$ cat src/rtl/vd_loopback_tester.sv
// Self-checking traffic generator/checker for the encoder/Viterbi loop-back path.
// Sends NUM_FRAMES words, keeps them in a small FIFO and scores the returned words.
module vd_loopback_tester #(
  parameter int                   SIZE_DATA  = 8,
  parameter int                   NUM_FRAMES = 16,
  parameter int                   FIFO_DEPTH = 4,
  parameter logic [SIZE_DATA-1:0] LFSR_TAPS  = SIZE_DATA'(8'hB8),
  parameter int                   TIMEOUT    = 1_000_000,
  parameter int                   CNT_W      = 16
) (
  input  logic                 i_clk,
  input  logic                 i_rst_n,
  input  logic                 i_start,
  input  logic                 i_abort,
  input  logic                 i_mode,
  input  logic [SIZE_DATA-1:0] i_seed,
  output logic [SIZE_DATA-1:0] o_tx_data,
  output logic                 o_tx_valid,
  input  logic                 i_tx_ready,
  input  logic [SIZE_DATA-1:0] i_rx_data,
  input  logic                 i_rx_valid,
  output logic                 o_busy,
  output logic                 o_done,
  output logic                 o_pass,
  output logic                 o_timeout,
  output logic                 o_sync_err,
  output logic [CNT_W-1:0]     o_frame_err,
  output logic [CNT_W-1:0]     o_bit_err
);

  localparam int PTR_W  = $clog2(FIFO_DEPTH);
  localparam int FCNT_W = $clog2(FIFO_DEPTH + 1);
  localparam int SENT_W = $clog2(NUM_FRAMES + 1);
  localparam int IDLE_W = $clog2(TIMEOUT + 1);
  localparam int POP_W  = $clog2(SIZE_DATA + 1);

  localparam logic [FCNT_W-1:0] FIFO_FULL = FCNT_W'(FIFO_DEPTH);
  localparam logic [SENT_W-1:0] FRAMES    = SENT_W'(NUM_FRAMES);
  localparam logic [IDLE_W-1:0] IDLE_MAX  = IDLE_W'(TIMEOUT);
  localparam logic [CNT_W-1:0]  CNT_MAX   = '1;

  typedef enum logic [1:0] {S_IDLE, S_RUN, S_DRAIN, S_DONE} state_t;

  state_t r_state;
  state_t w_state_next;

  logic [SIZE_DATA-1:0] r_gen;
  logic                 r_mode;
  logic [SIZE_DATA-1:0] r_mem [FIFO_DEPTH];
  logic [PTR_W-1:0]     r_wr_ptr;
  logic [PTR_W-1:0]     r_rd_ptr;
  logic [FCNT_W-1:0]    r_fcnt;
  logic [SENT_W-1:0]    r_sent;
  logic [SENT_W-1:0]    r_recv;
  logic [IDLE_W-1:0]    r_idle;
  logic [CNT_W-1:0]     r_frame_err;
  logic [CNT_W-1:0]     r_bit_err;
  logic                 r_timeout;
  logic                 r_sync_err;

  logic                 w_start;
  logic                 w_active;
  logic                 w_push;
  logic                 w_rx;
  logic                 w_pop;
  logic                 w_sync;
  logic                 w_timeout_hit;
  logic [SIZE_DATA-1:0] w_gen_adv;
  logic [SIZE_DATA-1:0] w_seed_load;
  logic [SIZE_DATA-1:0] w_diff;
  logic [POP_W-1:0]     w_popcnt;
  logic [CNT_W:0]       w_bit_sum;

  assign w_start  = i_start && !i_abort && (r_state == S_IDLE || r_state == S_DONE);
  assign w_active = (r_state == S_RUN) || (r_state == S_DRAIN);
  assign w_push   = o_tx_valid && i_tx_ready && !i_abort;
  assign w_rx     = i_rx_valid && w_active && !i_abort;
  // No bypass: a strobe against an empty FIFO is a sync error even if a push lands this cycle.
  assign w_pop    = w_rx && (r_fcnt != '0);
  assign w_sync   = w_rx && (r_fcnt == '0);
  assign w_timeout_hit = (r_state == S_DRAIN) && (r_recv != FRAMES) && (r_idle == IDLE_MAX);

  assign w_seed_load = (i_mode && i_seed == '0) ? SIZE_DATA'(1) : i_seed;
  assign w_diff      = r_mem[r_rd_ptr] ^ i_rx_data;

  always_comb begin
    w_gen_adv = r_gen + SIZE_DATA'(1);
    if (r_mode) begin
      w_gen_adv = (r_gen >> 1) ^ (r_gen[0] ? LFSR_TAPS : '0);
    end
  end

  always_comb begin
    w_popcnt = '0;
    for (int k = 0; k < SIZE_DATA; k++) begin
      w_popcnt = w_popcnt + POP_W'(w_diff[k]);
    end
    w_bit_sum = {1'b0, r_bit_err} + (CNT_W + 1)'(w_popcnt);
  end

  always_ff @(posedge i_clk or negedge i_rst_n) begin
    if (!i_rst_n) begin
      r_state <= S_IDLE;
    end else begin
      r_state <= w_state_next;
    end
  end

  always_comb begin
    w_state_next = r_state;
    o_busy       = w_active;
    o_done       = (r_state == S_DONE);
    o_tx_valid   = (r_state == S_RUN) && (r_sent != FRAMES) && (r_fcnt != FIFO_FULL);
    if (i_abort) begin
      w_state_next = S_IDLE;
    end else begin
      case (r_state)
        S_IDLE:  if (i_start) w_state_next = S_RUN;
        S_RUN:   if (r_sent == FRAMES) w_state_next = S_DRAIN;
        S_DRAIN: begin
          if (r_recv == FRAMES)   w_state_next = S_DONE;
          else if (w_timeout_hit) w_state_next = S_DONE;
        end
        S_DONE:  if (i_start) w_state_next = S_RUN;
        default: w_state_next = S_IDLE;
      endcase
    end
  end

  // Storage has no reset so it maps onto distributed RAM; occupancy lives in r_fcnt.
  always_ff @(posedge i_clk) begin
    if (w_push) begin
      r_mem[r_wr_ptr] <= r_gen;
    end
  end

  always_ff @(posedge i_clk or negedge i_rst_n) begin
    if (!i_rst_n) begin
      r_gen       <= '0;
      r_mode      <= 1'b0;
      r_wr_ptr    <= '0;
      r_rd_ptr    <= '0;
      r_fcnt      <= '0;
      r_sent      <= '0;
      r_recv      <= '0;
      r_idle      <= '0;
      r_frame_err <= '0;
      r_bit_err   <= '0;
      r_timeout   <= 1'b0;
      r_sync_err  <= 1'b0;
    end else if (i_abort) begin
      r_wr_ptr <= '0;
      r_rd_ptr <= '0;
      r_fcnt   <= '0;
      r_idle   <= '0;
    end else if (w_start) begin
      r_gen       <= w_seed_load;
      r_mode      <= i_mode;
      r_wr_ptr    <= '0;
      r_rd_ptr    <= '0;
      r_fcnt      <= '0;
      r_sent      <= '0;
      r_recv      <= '0;
      r_idle      <= '0;
      r_frame_err <= '0;
      r_bit_err   <= '0;
      r_timeout   <= 1'b0;
      r_sync_err  <= 1'b0;
    end else begin
      if (w_push) begin
        r_wr_ptr <= r_wr_ptr + PTR_W'(1);
        r_gen    <= w_gen_adv;
        r_sent   <= r_sent + SENT_W'(1);
      end
      if (w_pop) begin
        r_rd_ptr <= r_rd_ptr + PTR_W'(1);
        r_recv   <= r_recv + SENT_W'(1);
        if (w_diff != '0 && r_frame_err != CNT_MAX) begin
          r_frame_err <= r_frame_err + CNT_W'(1);
        end
        r_bit_err <= w_bit_sum[CNT_W] ? CNT_MAX : w_bit_sum[CNT_W-1:0];
      end
      if (w_sync) begin
        r_sync_err <= 1'b1;
      end
      case ({w_push, w_pop})
        2'b10:   r_fcnt <= r_fcnt + FCNT_W'(1);
        2'b01:   r_fcnt <= r_fcnt - FCNT_W'(1);
        default: r_fcnt <= r_fcnt;
      endcase
      if (r_state == S_DRAIN) begin
        if (i_rx_valid)            r_idle <= '0;
        else if (r_idle != IDLE_MAX) r_idle <= r_idle + IDLE_W'(1);
      end else begin
        r_idle <= '0;
      end
      if (w_timeout_hit) begin
        r_timeout <= 1'b1;
      end
    end
  end

  assign o_tx_data   = r_gen;
  assign o_timeout   = r_timeout;
  assign o_sync_err  = r_sync_err;
  assign o_frame_err = r_frame_err;
  assign o_bit_err   = r_bit_err;
  assign o_pass      = o_done && (r_frame_err == '0) && !r_timeout && !r_sync_err;

endmodule

$ cat config.mk
export PLATFORM = sky130hd
export DESIGN_NAME = vd_loopback_tester
export DESIGN_NICKNAME = d
export VERILOG_FILES = /design/src/rtl/vd_loopback_tester.sv
export SDC_FILE = /design/constraint.sdc
export NUM_CORES = 1
export LEC_CHECK = 0
export CAP_MARGIN = 40
export CORE_UTILIZATION = 51
export DETAILED_ROUTE_END_ITERATION = 12
export GPL_ROUTABILITY_DRIVEN = 0
export PLACE_DENSITY = 0.79
export SYNTH_ARGS = -nofsm -noshare
export SYNTH_HDL_FRONTEND = slang
export SYNTH_SLANG_ARGS = --single-unit
$ cat constraint.sdc
create_clock -name i_clk -period 4.4 [get_ports i_clk]
set_input_delay 1.1 -clock i_clk [delete_from_list [all_inputs] [get_ports i_clk]]
set_output_delay 1.1 -clock i_clk [all_outputs]
set_load 0.03 [all_outputs]
* Word level (Yosys, flattened, before mapping)
Memories as Yosys holds them, arrays and structs flattened.
Index checks and enable logic that the tools add are counted.
** Cells by class
- Equality and inequality tests :: 17
- $mul :: 0
- Shift operators :: 0
- Order comparisons :: 0
- Muxes and demuxes :: 41
- Bitwise gates (word level) :: 3
- Reductions and logical operators :: 44
- Add/subtract/negate cells :: 17
- Div/mod/pow operators :: 0
** Operators with widths (number)
- $mux 20 :: 5
- $mux 16 :: 6
- $mux 8 :: 5
- $mux 2 :: 11
- $add 20x1->20 const B :: 1
- $eq 20x20->1 const B :: 1
- $mux 5 :: 4
- $ne 20x20->1 const B :: 1
- $add 16x4->17 :: 1
- $logic_and 1x1->1 :: 17
- $add 16x1->16 const B :: 1
- $add 4x1->4 :: 4
- $logic_not 16->1 :: 1
- $ne 16x16->1 const B :: 1
- $add 5x1->5 const B :: 2
- $eq 5x5->1 const B :: 2
- $ne 5x5->1 const B :: 2
- $reduce_and 2->1 :: 5
- $reduce_bool 2->1 :: 5
- $reduce_bool 3->1 :: 3
- $add 8x1->8 const B :: 1
- $logic_not 8->1 :: 1
- $reduce_bool 8->1 :: 1
- $xor 7x8->8 :: 1
- 26 further kinds :: 40
** Storage, ports and cells
- Memory bits (writable) :: 32
- Bits in latches :: 0
- Memories :: 1
- Logic and storage cells :: 136
- Output and inout port bits :: 46
- Flip-flop bits (word level) :: 82
- Memory bits (read-only) :: 0
** Memories
- r_mem :: words 4, bits a word 8, rd ports 1, clocked after memory_dff 0, wr ports 1, RTL line 49 : logic [SIZE_DATA-1:0] r_mem [FIFO_DEPTH];

* Longest topological paths before layout
An unclocked memory read counts as a cell.
- Depth in word-level cells :: 13
- Depth in mapped cells :: 17
- Gate-level depth less buffers :: 16

* Worst setup path after synthesis
No wires, ideal clock.
- Kind :: input to register
- Start :: input i_rx_data[0]
- End :: register r_bit_err[7], in the netlist o_bit_err[7]
- Arrival time :: 4.454 ns
- Slack :: -0.176 ns
- Stages :: 14
- Cells stage by stage :: xnor2_1 inv_1 fa_1 fa_1 inv_1 fa_1 fa_1 inv_1 fa_1 a21oi_1 o21bai_1 nand3_1 o211ai_1 o221a_2
** Between the ends
- Word-level cells in the longest chain between the ends :: 12
** RTL lines
- start, declared :: RTL line 20 : input logic [SIZE_DATA-1:0] i_rx_data,
- $xor 8x8->8 :: RTL line 84 : assign w_diff = r_mem[r_rd_ptr] ^ i_rx_data;
- $add 1x1->2 :: RTL line 96 : w_popcnt = w_popcnt + POP_W'(w_diff[k]);
- $add 2x1->3 :: RTL line 96
- $add 3x1->4 :: RTL line 96
- $add 4x1->4 (4 in series) :: RTL line 96
- $add 16x4->17 :: RTL line 98 : w_bit_sum = {1'b0, r_bit_err} + (CNT_W + 1)'(w_popcnt);
- $mux 16 :: RTL line 181 : r_bit_err <= w_bit_sum[CNT_W] ? CNT_MAX : w_bit_sum[CNT_W-1:0];
- $mux 16 :: RTL line 175 : if (w_pop) begin
- $mux 16 :: RTL line 156 : end else if (w_start) begin
- end signal, assigned :: RTL line 181
- end, declared :: RTL line 57 : logic [CNT_W-1:0] r_bit_err;
No other way between the ends. The select of a mux whose other input is x is not followed.
A chain may end at the register's enable or synchronous reset.

* Worst setup path in the final report
- Start :: register r_rd_ptr[0]
- End :: register r_bit_err[15], in the netlist o_bit_err[15]
** Between the ends
- Word-level cells in the longest chain between the ends :: 13
** RTL lines
- start, declared :: RTL line 51 : logic [PTR_W-1:0] r_rd_ptr;
- start signal, assigned :: RTL line 176 : r_rd_ptr <= r_rd_ptr + PTR_W'(1);
- $mem_v2 4x8 (*)
- $xor 8x8->8 (*) :: RTL line 84
- $add 1x1->2 :: RTL line 96
- $add 2x1->3 :: RTL line 96
- $add 3x1->4 :: RTL line 96
- $add 4x1->4 (3 in series) :: RTL line 96
- $add 4x1->4 (*) :: RTL line 96
- $add 16x4->17 (*) :: RTL line 98
- $mux 16 (*) :: RTL line 181
- $mux 16 (*) :: RTL line 175
- $mux 16 (*) :: RTL line 156
Mark *: on every way between the ends. The rest lies on a longest branch, timed or not. The select of a mux whose other input is x is not followed.

==> results_dict.tcl <==
set metrics [dict create \
    outcome "finished, violations left" \
    violations "design-rule violations" \
    cp.required_ns 4.74 \
    slew_headroom 0.419 \
    fin_tns_setup_ns 0 \
    design_area_um2 7820 \
    netlist_instances 586 \
    min_path_cells 2 \
    layout.nets 727 \
    synth-main-ff-cell "dfrtp_1" \
    vias 4892 \
    stdcell_count 830 \
    worstReg2RegStart "r_rd_ptr[0]" \
    port_buffers 68 \
    synth-edff-count 32 \
    hold_class "flop to flop" \
    dp_cells 796 \
    reg2reg_to "o_bit_err[15]" \
    period_share 0.981 \
    cp_top_family "adder cells" \
    drt-initial-drc-count 554 \
    synth_area_um2 6130 \
    p_int_mw 2.68 \
    ant_nets 0 \
    slew_viol_final 0 \
    grt_pass1_vias 4768 \
    hold_viol_final 0 \
    crit_chain "mux4_2 -> xnor2_2 -> inv_2 -> fa_1 -> fa_1 -> inv_1 -> fa_1 -> fa_2 -> inv_2 -> fa_2 -> a21oi_4 -> o21bai_4 -> nand2_2 -> a2111o_1 -> o21ai_1" \
    dp_hpwl_mm 9.83 \
    n_antenna_cell 0 \
    coreArea_um2 11600 \
    grt_max_degree 51 \
    cts_buffers 17 \
    cts.clk_slew.worst_paths_ns 0.05 \
    cpMaxStageDelayCell "mux4_2" \
    cp-end-kind "flop" \
    mostFrequentLayoutCells "dfrtp_1 (81), clkdlybuf4s50_1 (65), nor2_1 (57), nand2_1 (51), edfxtp_1 (32)" \
    start_util 0.530 \
    crit_top_cell "fa_1" \
    path_buf_inv 3 \
    path_class "flop to flop" \
    p_clk_frac 0.393 \
    critPathMaxFanout 4 \
    rsz0062_at_grt "true" \
    post-place-ws_ns -0.733 \
    layout_commonest_cell "dfrtp_1" \
    htree_num_levels 4 \
    grt_use_total 0.253 \
    die-area_um2 12500 \
    grt_overflow 0 \
    peakVddDrop_uv 308 \
    cts_tree "done" \
    max_stage_delay_ns 0.55 \
    worstSkewPairLatency_ns 0.41 \
    row_count 39 \
    seq_power_share 0.353 \
    netlist-cell-type-count 57 \
    setup_ws_ns 0.0845 \
    synthArstFlopShare 0.719 \
    power_per_cell_area_nw_per_um2 495 \
    clock_path_buffers 2 \
    cts_root_buffer "clkbuf_16" \
    fp.dieW_um 112 \
    wl_mm 15.0 \
    hold_buffers 0 \
    grt_antenna_before_repair 0 \
    cap_viol_max_count 0 \
    dieHeight_um 112 \
    avgSynthCellArea_um2 10.5 \
    drc 3 \
    p_leak_nw 3.25 \
    power_frac_comb 0.254 \
    whs_endpoint "r_sent[4]" \
    p_sw_mw 1.19 \
    via_per_inst 5.89 \
    post_dp_cell_area_um2 7090 \
    drive_above_1_share 0.121 \
    setup_viol 0 \
    worst_pin_slew_ns 0.866 \
    max_freq_mhz 232 \
    grt_pass1_wl_mm 24.4 \
    ff2ff_path_depth 15 \
    synth_fp_nets 639 \
    fin_skew_ns 0.00779 \
    ys_seq_area_frac 0.491 \
    switching_share 0.308 \
    area_growth_pct 27.5 \
    drt_pass1_iterations 11 \
    r2r_setup_slack_ns 0.08 \
    yosysWarnings 0 \
    finalCriticalPeriod_ns 4.32 \
    post_drt_wl_per_cell_um 18.0 \
    io_pins 69 \
    worst_ep_arrival_time_ns 4.66 \
    cp-start-kind "flop" \
    synth-seq-cells 114 \
    min_from "r_sent[4]" \
    cts.sinks 114 \
]
-- cells in the mapped netlist, drive strengths merged, types with 6 or more instances --
master | count | area [µm²]
and2 | 8 | 50.1
a31oi | 6 | 37.5
mux2i | 8 | 80.1
xor2 | 20 | 175
nor4 | 7 | 43.8
nand2 | 52 | 195
nor3 | 10 | 50.1
inv | 28 | 105
fa | 6 | 120
o21ai | 32 | 160
edfxtp | 32 | 961
mux4 | 8 | 180
nand4 | 11 | 68.8
nor2 | 60 | 225
nand2b | 9 | 56.3
clkbuf | 14 | 52.6
a21oi | 28 | 140
xnor2 | 24 | 240
ha | 24 | 300
nand3 | 29 | 145
dfrtp | 82 | 2050
and3 | 13 | 81.3
-- worst max path at each step --
stage	start	endpoint	depth (start not counted)
finish	r_rd_ptr[0]	o_bit_err[15]	15
global route	r_rd_ptr[0]	o_bit_err[7]	15
CTS	r_rd_ptr[0]	o_bit_err[7]	15
detailed placement	i_rx_data[2]	o_bit_err[12]	16
global placement	i_rx_data[2]	o_bit_err[12]	16
floorplan	i_rx_data[2]	o_bit_err[15]	14
-- worst register-to-register path: cells and delay by family (launching register included) --
kind	cells	cell delay (ns)
flip-flops	1	0.40
XOR/XNOR	1	0.19
multiplexers	1	0.56
buffers and inverters	3	0.18
AND/OR/NAND/NOR	1	0.13
AO/OA/AOI/OAI	4	0.77
adder cells (fa/ha/maj)	5	2.01
-- state kept, by name (all words and copies together) (netlist names) --
register and flops:
o_bit_err 16, r_fcnt 3, r_wr_ptr 2, o_tx_data 8
r_mem 32, r_state 2, o_frame_err 16, r_rd_ptr 2
r_sent 5, o_timeout 1, r_recv 5, o_sync_err 1
r_idle 20, r_mode 1
-- metrics by stage --
stage / util / hold WS [ns] / power (mW)
floorplan: - / 0.504 / 1.95
global route: 0.676 / 0.560 / 4.04
finish: 0.676 / 0.544 / 3.87
detailed placement: 0.613 / 0.516 / 2.31
CTS: 0.674 / 0.524 / 3.86
global placement: 0.608 / 0.521 / 2.25
-- power by group through the flow --
stage / combinational (mW) / clock (mW) / sequential [mW]
2_1_floorplan: 0.563 / 0 / 1.39
4_1_cts: 0.971 / 1.53 / 1.36
6_report: 0.984 / 1.52 / 1.36
3_5_place_dp: 0.929 / 0 / 1.38
3_3_place_gp: 0.883 / 0 / 1.37
5_1_grt: 1.07 / 1.59 / 1.38
-- routing by layer --
layer  global-route usage  part of all wire
met5                    0                 0
met4               0.0982             0.021
met3               0.0555             0.044
met2                0.431              0.52
met1                0.314              0.42
-- layout make-up --
class                      count  area (µm²)
multi-input combinational    425        3010
clock inverter                11         209
fill                         814        3750
timing repair buffer          88         861
inverter                      28         105
clock buffer                  21         440
tap                          143         179
sequential                   114        3010
-- what timing repair did --
action                                  in CTS  in global routing
endpoints found under the setup margin      16                 16
gates resized for setup                     10                 10
pin swaps                                   10                 14
buffers inserted                             3                  0
-- logic make-up after synthesis --
family / after synthesis / share of synthesized area
fa+ha+maj: 30 / 0.0686
buf+inv: 47 / 0.0322
flops: 114 / 0.491
simple gates: 226 / 0.182
mux: 18 / 0.0461
xor+xnor: 44 / 0.0677
compound gates: 107 / 0.112
Note: power is estimated with default switching activity, not from simulation.
